--- src/rtl/cpu_pkg.sv ---
// cpu_pkg: shared definitions for the 8-bit CPU front end.
//   - opcode values (byte[7:4] of the first instruction byte)
//   - ALU mode codes, shared with the ALU
//   - decode FSM state codes
//   - writes_rd(): which issued modes write a register back
package cpu_pkg;

  // Opcodes
  localparam logic [3:0] OP_NOP  = 4'h0;
  localparam logic [3:0] OP_ADD  = 4'h1;
  localparam logic [3:0] OP_SUB  = 4'h2;
  localparam logic [3:0] OP_NAND = 4'h3;
  localparam logic [3:0] OP_SHL  = 4'h4;
  localparam logic [3:0] OP_SHR  = 4'h5;
  localparam logic [3:0] OP_IN   = 4'h7;
  localparam logic [3:0] OP_MOV  = 4'h8;
  localparam logic [3:0] OP_BZ   = 4'h9;
  localparam logic [3:0] OP_BN   = 4'hA;
  localparam logic [3:0] OP_JMP  = 4'hB;
  localparam logic [3:0] OP_HALT = 4'hC;
  localparam logic [3:0] OP_OUT  = 4'hE;
  localparam logic [3:0] OP_LDI  = 4'hF;

  // ALU mode codes
  localparam logic [3:0] MODE_NOP  = 4'h0;
  localparam logic [3:0] MODE_ADD  = 4'h1;
  localparam logic [3:0] MODE_SUB  = 4'h2;
  localparam logic [3:0] MODE_NAND = 4'h3;
  localparam logic [3:0] MODE_SHL  = 4'h4;
  localparam logic [3:0] MODE_SHR  = 4'h5;
  localparam logic [3:0] MODE_IN   = 4'h7;
  localparam logic [3:0] MODE_MOV  = 4'h8;
  localparam logic [3:0] MODE_OUT  = 4'hE;
  localparam logic [3:0] MODE_LDI  = 4'hF;

  // Decode FSM states
  typedef logic [1:0] state_t;
  localparam state_t S_OP   = 2'd0;
  localparam state_t S_IMM  = 2'd1;
  localparam state_t S_HALT = 2'd2;

  // Modes whose ALU result is written back to R[rd].
  function automatic logic writes_rd(input logic [3:0] m);
    case (m)
      MODE_ADD, MODE_SUB, MODE_NAND, MODE_SHL, MODE_SHR,
      MODE_IN, MODE_MOV, MODE_LDI: writes_rd = 1'b1;
      default:                     writes_rd = 1'b0;
    endcase
  endfunction

endpackage

--- src/rtl/reg_file.sv ---
// reg_file: 4 x 8-bit register file.
//   clk, rst          : clock, synchronous active-high reset (clears all regs)
//   we, waddr, wdata  : synchronous write port
//   raddr_a, rdata_a  : asynchronous read port A
//   raddr_b, rdata_b  : asynchronous read port B
// Reads return the stored value; any same-cycle bypass is done by the user.
module reg_file (
  input  logic       clk,
  input  logic       rst,
  input  logic       we,
  input  logic [1:0] waddr,
  input  logic [7:0] wdata,
  input  logic [1:0] raddr_a,
  output logic [7:0] rdata_a,
  input  logic [1:0] raddr_b,
  output logic [7:0] rdata_b
);

  logic [7:0] regs [4];

  always_ff @(posedge clk) begin
    if (rst) begin
      for (int i = 0; i < 4; i++) regs[i] <= 8'h00;
    end else if (we) begin
      regs[waddr] <= wdata;
    end
  end

  assign rdata_a = regs[raddr_a];
  assign rdata_b = regs[raddr_b];

endmodule

--- src/rtl/decode_stage.sv ---
// decode_stage: fetch / decode / operand-issue stage of the 8-bit CPU.
//   clk, rst    : clock, synchronous active-high reset
//   imem_addr   : instruction ROM address (= pc, combinational)
//   imem_data   : ROM byte at imem_addr, same cycle
//   in_port     : external input consumed by IN
//   alu_result  : ALU result for the instruction currently in EX
//   zn          : ALU flags, zn[1] = Z, zn[0] = N
//   mode        : registered ALU operation code
//   s1, s2, imm : registered ALU operands
//   ex_in       : registered copy of in_port for IN
//   out_port    : output register written by OUT
//   halt        : set once HALT has executed, cleared only by rst
//   dbg_state   : current decode FSM state (S_OP / S_IMM / S_HALT)
module decode_stage
  import cpu_pkg::*;
#(
  parameter int PC_W = 8
) (
  input  logic            clk,
  input  logic            rst,
  output logic [PC_W-1:0] imem_addr,
  input  logic [7:0]      imem_data,
  input  logic [7:0]      in_port,
  input  logic [7:0]      alu_result,
  input  logic [1:0]      zn,
  output logic [3:0]      mode,
  output logic [7:0]      s1,
  output logic [7:0]      s2,
  output logic [7:0]      imm,
  output logic [7:0]      ex_in,
  output logic [7:0]      out_port,
  output logic            halt,
  output logic [1:0]      dbg_state
);

  state_t          state, state_n;
  logic [PC_W-1:0] pc, pc_n, pc_inc, pc_target;

  // Instruction in EX: drives writeback at the next posedge.
  logic            wb_en_q;
  logic [1:0]      rd_q;

  // First byte of a 2-byte instruction, held across S_IMM.
  logic [3:0]      pend_op;
  logic [1:0]      pend_rd;

  logic [3:0]      op;
  logic [1:0]      ra, rb;
  logic [7:0]      rf_a, rf_b, opnd_a, opnd_b;

  logic [3:0]      issue_mode;
  logic [1:0]      issue_rd;
  logic            load_imm, load_ex, set_halt, pend_load;

  assign op        = imem_data[7:4];
  assign ra        = imem_data[3:2];
  assign rb        = imem_data[1:0];
  assign imem_addr = pc;
  assign dbg_state = state;
  assign pc_inc    = pc + {{(PC_W-1){1'b0}}, 1'b1};
  assign pc_target = PC_W'(imem_data);

  reg_file u_reg_file (
    .clk     (clk),
    .rst     (rst),
    .we      (wb_en_q),
    .waddr   (rd_q),
    .wdata   (alu_result),
    .raddr_a (ra),
    .rdata_a (rf_a),
    .raddr_b (rb),
    .rdata_b (rf_b)
  );

  // The EX result is written back at the same posedge that issues the
  // next instruction, so its operands bypass the register file.
  assign opnd_a = (wb_en_q && (rd_q == ra)) ? alu_result : rf_a;
  assign opnd_b = (wb_en_q && (rd_q == rb)) ? alu_result : rf_b;

  always_comb begin
    state_n    = state;
    pc_n       = pc;
    issue_mode = MODE_NOP;
    issue_rd   = ra;
    load_imm   = 1'b0;
    load_ex    = 1'b0;
    set_halt   = 1'b0;
    pend_load  = 1'b0;
    case (state)
      S_OP: begin
        pc_n = pc_inc;
        case (op)
          OP_LDI, OP_BZ, OP_BN, OP_JMP: begin
            // Bubble now; the real issue happens once byte2 is fetched.
            pend_load = 1'b1;
            state_n   = S_IMM;
          end
          OP_HALT: begin
            pc_n     = pc;
            set_halt = 1'b1;
            state_n  = S_HALT;
          end
          OP_ADD:  issue_mode = MODE_ADD;
          OP_SUB:  issue_mode = MODE_SUB;
          OP_NAND: issue_mode = MODE_NAND;
          OP_SHL:  issue_mode = MODE_SHL;
          OP_SHR:  issue_mode = MODE_SHR;
          OP_MOV:  issue_mode = MODE_MOV;
          OP_OUT:  issue_mode = MODE_OUT;
          OP_IN: begin
            issue_mode = MODE_IN;
            load_ex    = 1'b1;
          end
          default: issue_mode = MODE_NOP;  // NOP and reserved 6, D
        endcase
      end
      S_IMM: begin
        state_n  = S_OP;
        issue_rd = pend_rd;
        pc_n     = pc_inc;
        case (pend_op)
          OP_LDI: begin
            issue_mode = MODE_LDI;
            load_imm   = 1'b1;
          end
          OP_JMP:  pc_n = pc_target;
          OP_BZ:   if (zn[1]) pc_n = pc_target;
          OP_BN:   if (zn[0]) pc_n = pc_target;
          default: pc_n = pc_inc;
        endcase
      end
      S_HALT: begin
        state_n = S_HALT;
      end
      default: begin
        state_n = S_OP;
      end
    endcase
  end

  always_ff @(posedge clk) begin
    if (rst) begin
      state    <= S_OP;
      pc       <= '0;
      mode     <= MODE_NOP;
      s1       <= 8'h00;
      s2       <= 8'h00;
      imm      <= 8'h00;
      ex_in    <= 8'h00;
      out_port <= 8'h00;
      halt     <= 1'b0;
      wb_en_q  <= 1'b0;
      rd_q     <= 2'd0;
      pend_op  <= OP_NOP;
      pend_rd  <= 2'd0;
    end else begin
      state   <= state_n;
      pc      <= pc_n;
      mode    <= issue_mode;
      s1      <= opnd_a;
      s2      <= opnd_b;
      wb_en_q <= writes_rd(issue_mode);
      rd_q    <= issue_rd;
      if (load_imm)  imm   <= imem_data;
      if (load_ex)   ex_in <= in_port;
      if (set_halt)  halt  <= 1'b1;
      if (pend_load) begin
        pend_op <= op;
        pend_rd <= ra;
      end
      // OUT passes R[ra] through the ALU; capture it as it leaves EX.
      if (mode == MODE_OUT) out_port <= alu_result;
    end
  end

endmodule

--- config.mk ---
export PLATFORM = sky130hd
export DESIGN_NAME = decode_stage
export DESIGN_NICKNAME = d
export VERILOG_FILES = /design/src/rtl/cpu_pkg.sv /design/src/rtl/reg_file.sv /design/src/rtl/decode_stage.sv
export SDC_FILE = /design/constraint.sdc
export NUM_CORES = 1
export LEC_CHECK = 0
export BUFFER_PORTS_ARGS = -buffer_cell sky130_fd_sc_hd__buf_2
export CELL_PAD_IN_SITES_DETAIL_PLACEMENT = 0
export CELL_PAD_IN_SITES_GLOBAL_PLACEMENT = 1
export CORE_ASPECT_RATIO = 1.75
export CORE_MARGIN = 10
export CORE_UTILIZATION = 43
export CTS_CLUSTER_DIAMETER = 60
export CTS_CLUSTER_SIZE = 25
export DETAILED_ROUTE_END_ITERATION = 8
export PLACE_DENSITY = 0.9
export SYNTH_ARGS = -nofsm -noshare
export SYNTH_HDL_FRONTEND = slang
export SYNTH_HIERARCHICAL = 1
export SYNTH_SLANG_ARGS = --single-unit
--- constraint.sdc ---
create_clock -name clk -period 1.9 [get_ports clk]
set_clock_uncertainty 0.05 [all_clocks]
set_input_delay 0.095 -clock clk [delete_from_list [all_inputs] [get_ports clk]]
set_output_delay 0.095 -clock clk [all_outputs]
set_load 0.02 [all_outputs]
Yosys cells after proc, flatten, opt, wreduce, memory -nomap -nowiden. Memories as Yosys holds them, arrays and structs flattened. A register that Yosys moved wholly into a read port is not among the register bits. Cells that the tools add are included. Widths: inputs -> output; s select.

Reduce and logical (&&, ||, !) cells: 5. Equal/unequal tests: 22. Multiplexer cells: 27. Add/subtract/negate cells: 1.

Operators by type and width (count): $eq 4x4->1 const B (12); $mux 8 (4); $pmux 4 s8 (1); $pmux 8 s3 (1); $pmux 8 s2 (1); $mux 1 (14); $eq 4x3->1 const B (3); $add 8x1->8 const B (1); $eq 4x2->1 const B (2); $pmux 2 s2 (2); $pmux 4 s2 (1); $reduce_or 8->1 (1); $eq 4x1->1 const B (1); $mux 2 (2); $mux 4 (1); $reduce_or 4->1 (1); $ne 3x1->1 const B (1); $eq 2x1->1 const B (1); $eq 2x2->1 const B (1); $logic_not 2->1 (1); $ne 2x2->1 const B (1); $reduce_and 2->1 (1); $reduce_bool 2->1 (1).

Memories: 2. Bits in read-only memories: 16. Register bits after elaboration: 47. RAM bits: 32. Input port bits: 28. Output and inout bits: 55. Logic and storage cells: 67.

Memory list: u_reg_file.regs (words 4, width 8, read ports 2, clocked after Yosys merged registers in 2, write ports 4, RTL line reg_file.sv:19) `logic [7:0] regs [4];`; (name not given) (words 16, width 1, read ports 1, clocked after Yosys merged registers in 1, write ports 0, RTL line cpu_pkg.sv:44) `case (m)`.

Depth between registers and ports, before layout.
Word-level depth: 5. Depth in mapped cells: 6.

By module. The synthesis kept the hierarchy.

By module, submodules not included: decode_stage (area an instance 2657.5 sq um, sequential area each 1281.2 sq um, times used 1, cells an instance 290); reg_file (area an instance 1671.6 sq um, sequential area each 960.9 sq um, times used 1, cells an instance 94).

Least setup slack after synthesis. Ideal clock, no wire load.

Path type: register -> register. Start point: register state[0], in the netlist dbg_state[0]. End point: register pc[5], in the netlist imem_addr[5]. Slack: 137 ps. Arrival time: 1627 ps. Library setup time: 86 ps. Period minus slack after synthesis: 1763 ps. Path buffers: 1. Cell stages (with the launch flop): 6. Path through: dfxtp_1 nand3b_4 or4_1 buf_4 mux2i_1 a211oi_1.

Longest elaborated chain between the ends: 3.

Ends and longest elaborated chain: from (decl) (RTL line decode_stage.sv:36) `state_t state, state_n;`; from (signal assigned) (RTL line decode_stage.sv:157) `state <= state_n;`; $logic_not 2->1 or $eq 2x1->1 (tied branches) (RTL line decode_stage.sv:89) `case (state)`; $ne 2x2->1 (no source line) or $reduce_bool 2->1 (tied branches); $reduce_and 2->1 (no source line); to (signal assigned) (RTL line decode_stage.sv:158) `pc <= pc_n;`; to (decl) (RTL line decode_stage.sv:37) `logic [PC_W-1:0] pc, pc_n, pc_inc, pc_target;`.

Several ways; a longest one is shown, not always the timed one. A chain may end at the register's enable or synchronous reset.

Worst setup path after layout. Same ends and word-level chain as after synthesis.

==> reports/results.txt <==
Final nets = 511
CTS root buf = clkbuf_16
Overall Power = 4.84 mW
Number of core rows = 48
Synth Flop Type = dfxtp_1
Worst slew pin tran = 454 ps
Worst R2R Setup Slack = 170 ps
Crit path cell chain = nand3b_4, or4_1, buf_4, mux2i_1, a211oi_1
Required @ worst endpoint = 2100 ps
Critical path class = reg2reg
Max Root-Sink Buffers = 2
Tot GR Track Use = 15.6%
ANT nets after route = 0
Max stage delay cell, worst path = or4_1
GPL Wtd Cong = 0.817
Non-Filler Instances = 612
Mapped Cells = 384
Worst hold start = alu_result[4]
Leading cell type in the layout, fill and taps excluded = buf_2
H-tree Lvls = 3
Most frequent cells in the layout = 82 x buf_2, 63 x dfxtp_1, 46 x nor2_1
Placed cells = 585
MaxCap Viol Count = 0
Fin crit share = 91.0%
Max Fclk = 578 MHz
Post-Syn Area = 4330 um2
RSZ-0062 raised after global routing = false
DR vias = 3,293
Total grt overflow = 0
Synth Register Bits = 96
Detailed Route WL = 11,200 um
First-pass GRT wire length = 17,500 um
DP Worst Slack = 103 ps
PortBufs = 82
Post-synth EDFFs = 32
TritonRoute pass-1 iters = 4
RR Startpoint = dbg_state[0]
Vias per cell = 5.38
Core area = 9850 um2
Arrival time of the worst setup path = 1930 ps
Hold Path Class = in2reg
Endpoints failing setup = 0
Num CTS Buffers = 9
Worst vdd ir = 0.697 mV
Initial antenna violation count = 0
Residual DRC = 0
Post-Route Setup TNS = 0 ps
Routed wire per std cell = 18.3 um
Startpoint types = flip-flop
Hold Vio Cnt, Final = 0
Syn nets = 413
Largest net degree at the start of global routing = 66
Final WS setup = 171 ps
Number of top-level pins = 83
Ys Warns = 6
Fin crit period = 1730 ps
Syn Area/Cell = 11.3 um2
Power Dens Cells = 902 nW/um2
Status = completed
Inserted Diodes = 0
Worst-path fanout max = 9
Crit Reg-Reg Endpoint = imem_addr[5]
Die X = 95.9 um
Initial Util = 44.0%
Kind of end point of the critical path = flip-flop
Sequential fraction of the synthesis area = 51.8%
Max stage delay on crit path = 520 ps
Hold Worst Slack = 8.23 ps
Die footprint = 14,600 um2
R2R depth = 5
Hold depth = 3
Hold Path Sink = out_port[4]
Clk slew on worst S/H paths = 70 ps
Post-detail-place hpwl = 8320 um
Worst slew margin = 69.6%
Cell variety after synth = 50
Worst-skew pair later-pin latency = 340 ps
Fraction of layout cells with a size suffix above 1 = 30.0%
Synth async-reset ratio = 0%
Final Slew Violations = 0
DRT iter0 DRCs = 161
CTS tree = yes
Vias in the first global route = 3,474
LEAKAGE = 2.34 nW
Area Overhead vs Synth = 24.0%
Clock Sinks = 96
Die height = 153 um
[area by class of cell]
| cell class | count | area (um2) |
|---|---|---|
| clock buffer | 9 | 225 |
| clock inverter | 7 | 116 |
| fill | 896 | 4480 |
| inverter | 6 | 22.5 |
| multi-input combinational | 262 | 1960 |
| sequential | 96 | 2240 |
| tap | 125 | 156 |
| timing repair buffer | 107 | 638 |
[what timing repair did]
action / CTS / global route
setup endpoints to repair: 0 / 1
resized for setup: 0 / 1
hold buffers: 11 / 0
setup buffers: 0 / 0
endpoints found under the hold margin: 11 / 0
[worst max-delay path by stage]
stage	start	end	slack, ps	cells after the start
floorplan	dbg_state[0]	imem_addr[5]	140	5
global placement	dbg_state[0]	imem_addr[5]	190	5
detailed placement	dbg_state[0]	imem_addr[5]	100	5
CTS	dbg_state[0]	imem_addr[5]	90	5
global route	dbg_state[0]	imem_addr[5]	90	5
finish	dbg_state[0]	imem_addr[5]	170	5
[logic make-up (layout without fill, tap and decap cells)]
logic type | count (synthesis) | after routing | share of synthesized area [%]
AO/OA/AOI/OAI | 53 | 53 | 7.34
multiplexers | 56 | 56 | 17.6
AND/OR/NAND/NOR | 146 | 146 | 19.0
flip-flops | 96 | 96 | 51.8
adder cells (fa/ha/maj) | 1 | 1 | 0.289
buffers and inverters | 26 | 129 | 2.83
XOR/XNOR | 6 | 6 | 1.21
[state kept, by name, summed over array words and instances, names as in the netlist, 4 cells and up]
signal / flops
s2: 8
ex_in: 8
imem_addr: 8
imm: 8
mode: 4
u_reg_file/regs: 32
pend_op: 4
out_port: 8
s1: 8
[Yosys cell counts, drive strengths merged, types with 5 or more instances]
master	number	area share, %
dfxtp	64	30
nor2	46	4.0
mux2i	40	9.2
and2	33	5.0
edfxtp	32	22
a21oi	27	3.1
nand2	20	1.7
mux4	16	8.3
nand3	13	1.5
clkbuf	12	1.1
o21ai	9	1.0
buf	8	1.2
nor2b	8	1.2
inv	6	0.52
xnor2	6	1.2
nand2b	5	0.72
[stage by stage]
step	cell area (um2)	utilization (%)
5_1_grt	5370	54.5
3_5_place_dp	4910	49.9
6_report	5370	54.5
2_1_floorplan	4330	-
3_3_place_gp	4910	49.9
4_1_cts	5370	54.5
[layer usage]
metal / wire length [um] / up-vias / global-route usage [%]
li1: - / 1569 / -
met1: 3670 / 1602 / 13.9
met2: 6500 / 101 / 30.2
met3: 690 / 21 / 4.49
met4: 319 / 0 / 6.99
met5: 0 / - / 0
[worst max-delay path: cells and delay by family (launching register included)]
| family | cells | cell delay, ps |
|---|---|---|
| buffers and inverters | 1 | 200 |
| muxes | 1 | 130 |
| DFF | 1 | 400 |
| AOI/OAI and AO/OA | 1 | 240 |
| and+or+nand+nor | 2 | 620 |
[power breakdown]
group	internal (mW)	switching, mW	total [mW]	leakage [nW]
sequential	2.21	0.0582	2.27	0.856
clock	1.29	0.771	2.06	0.168
combinational	0.225	0.288	0.513	1.32
total	3.73	1.12	4.84	2.34
(Power assumes the default switching activity.)
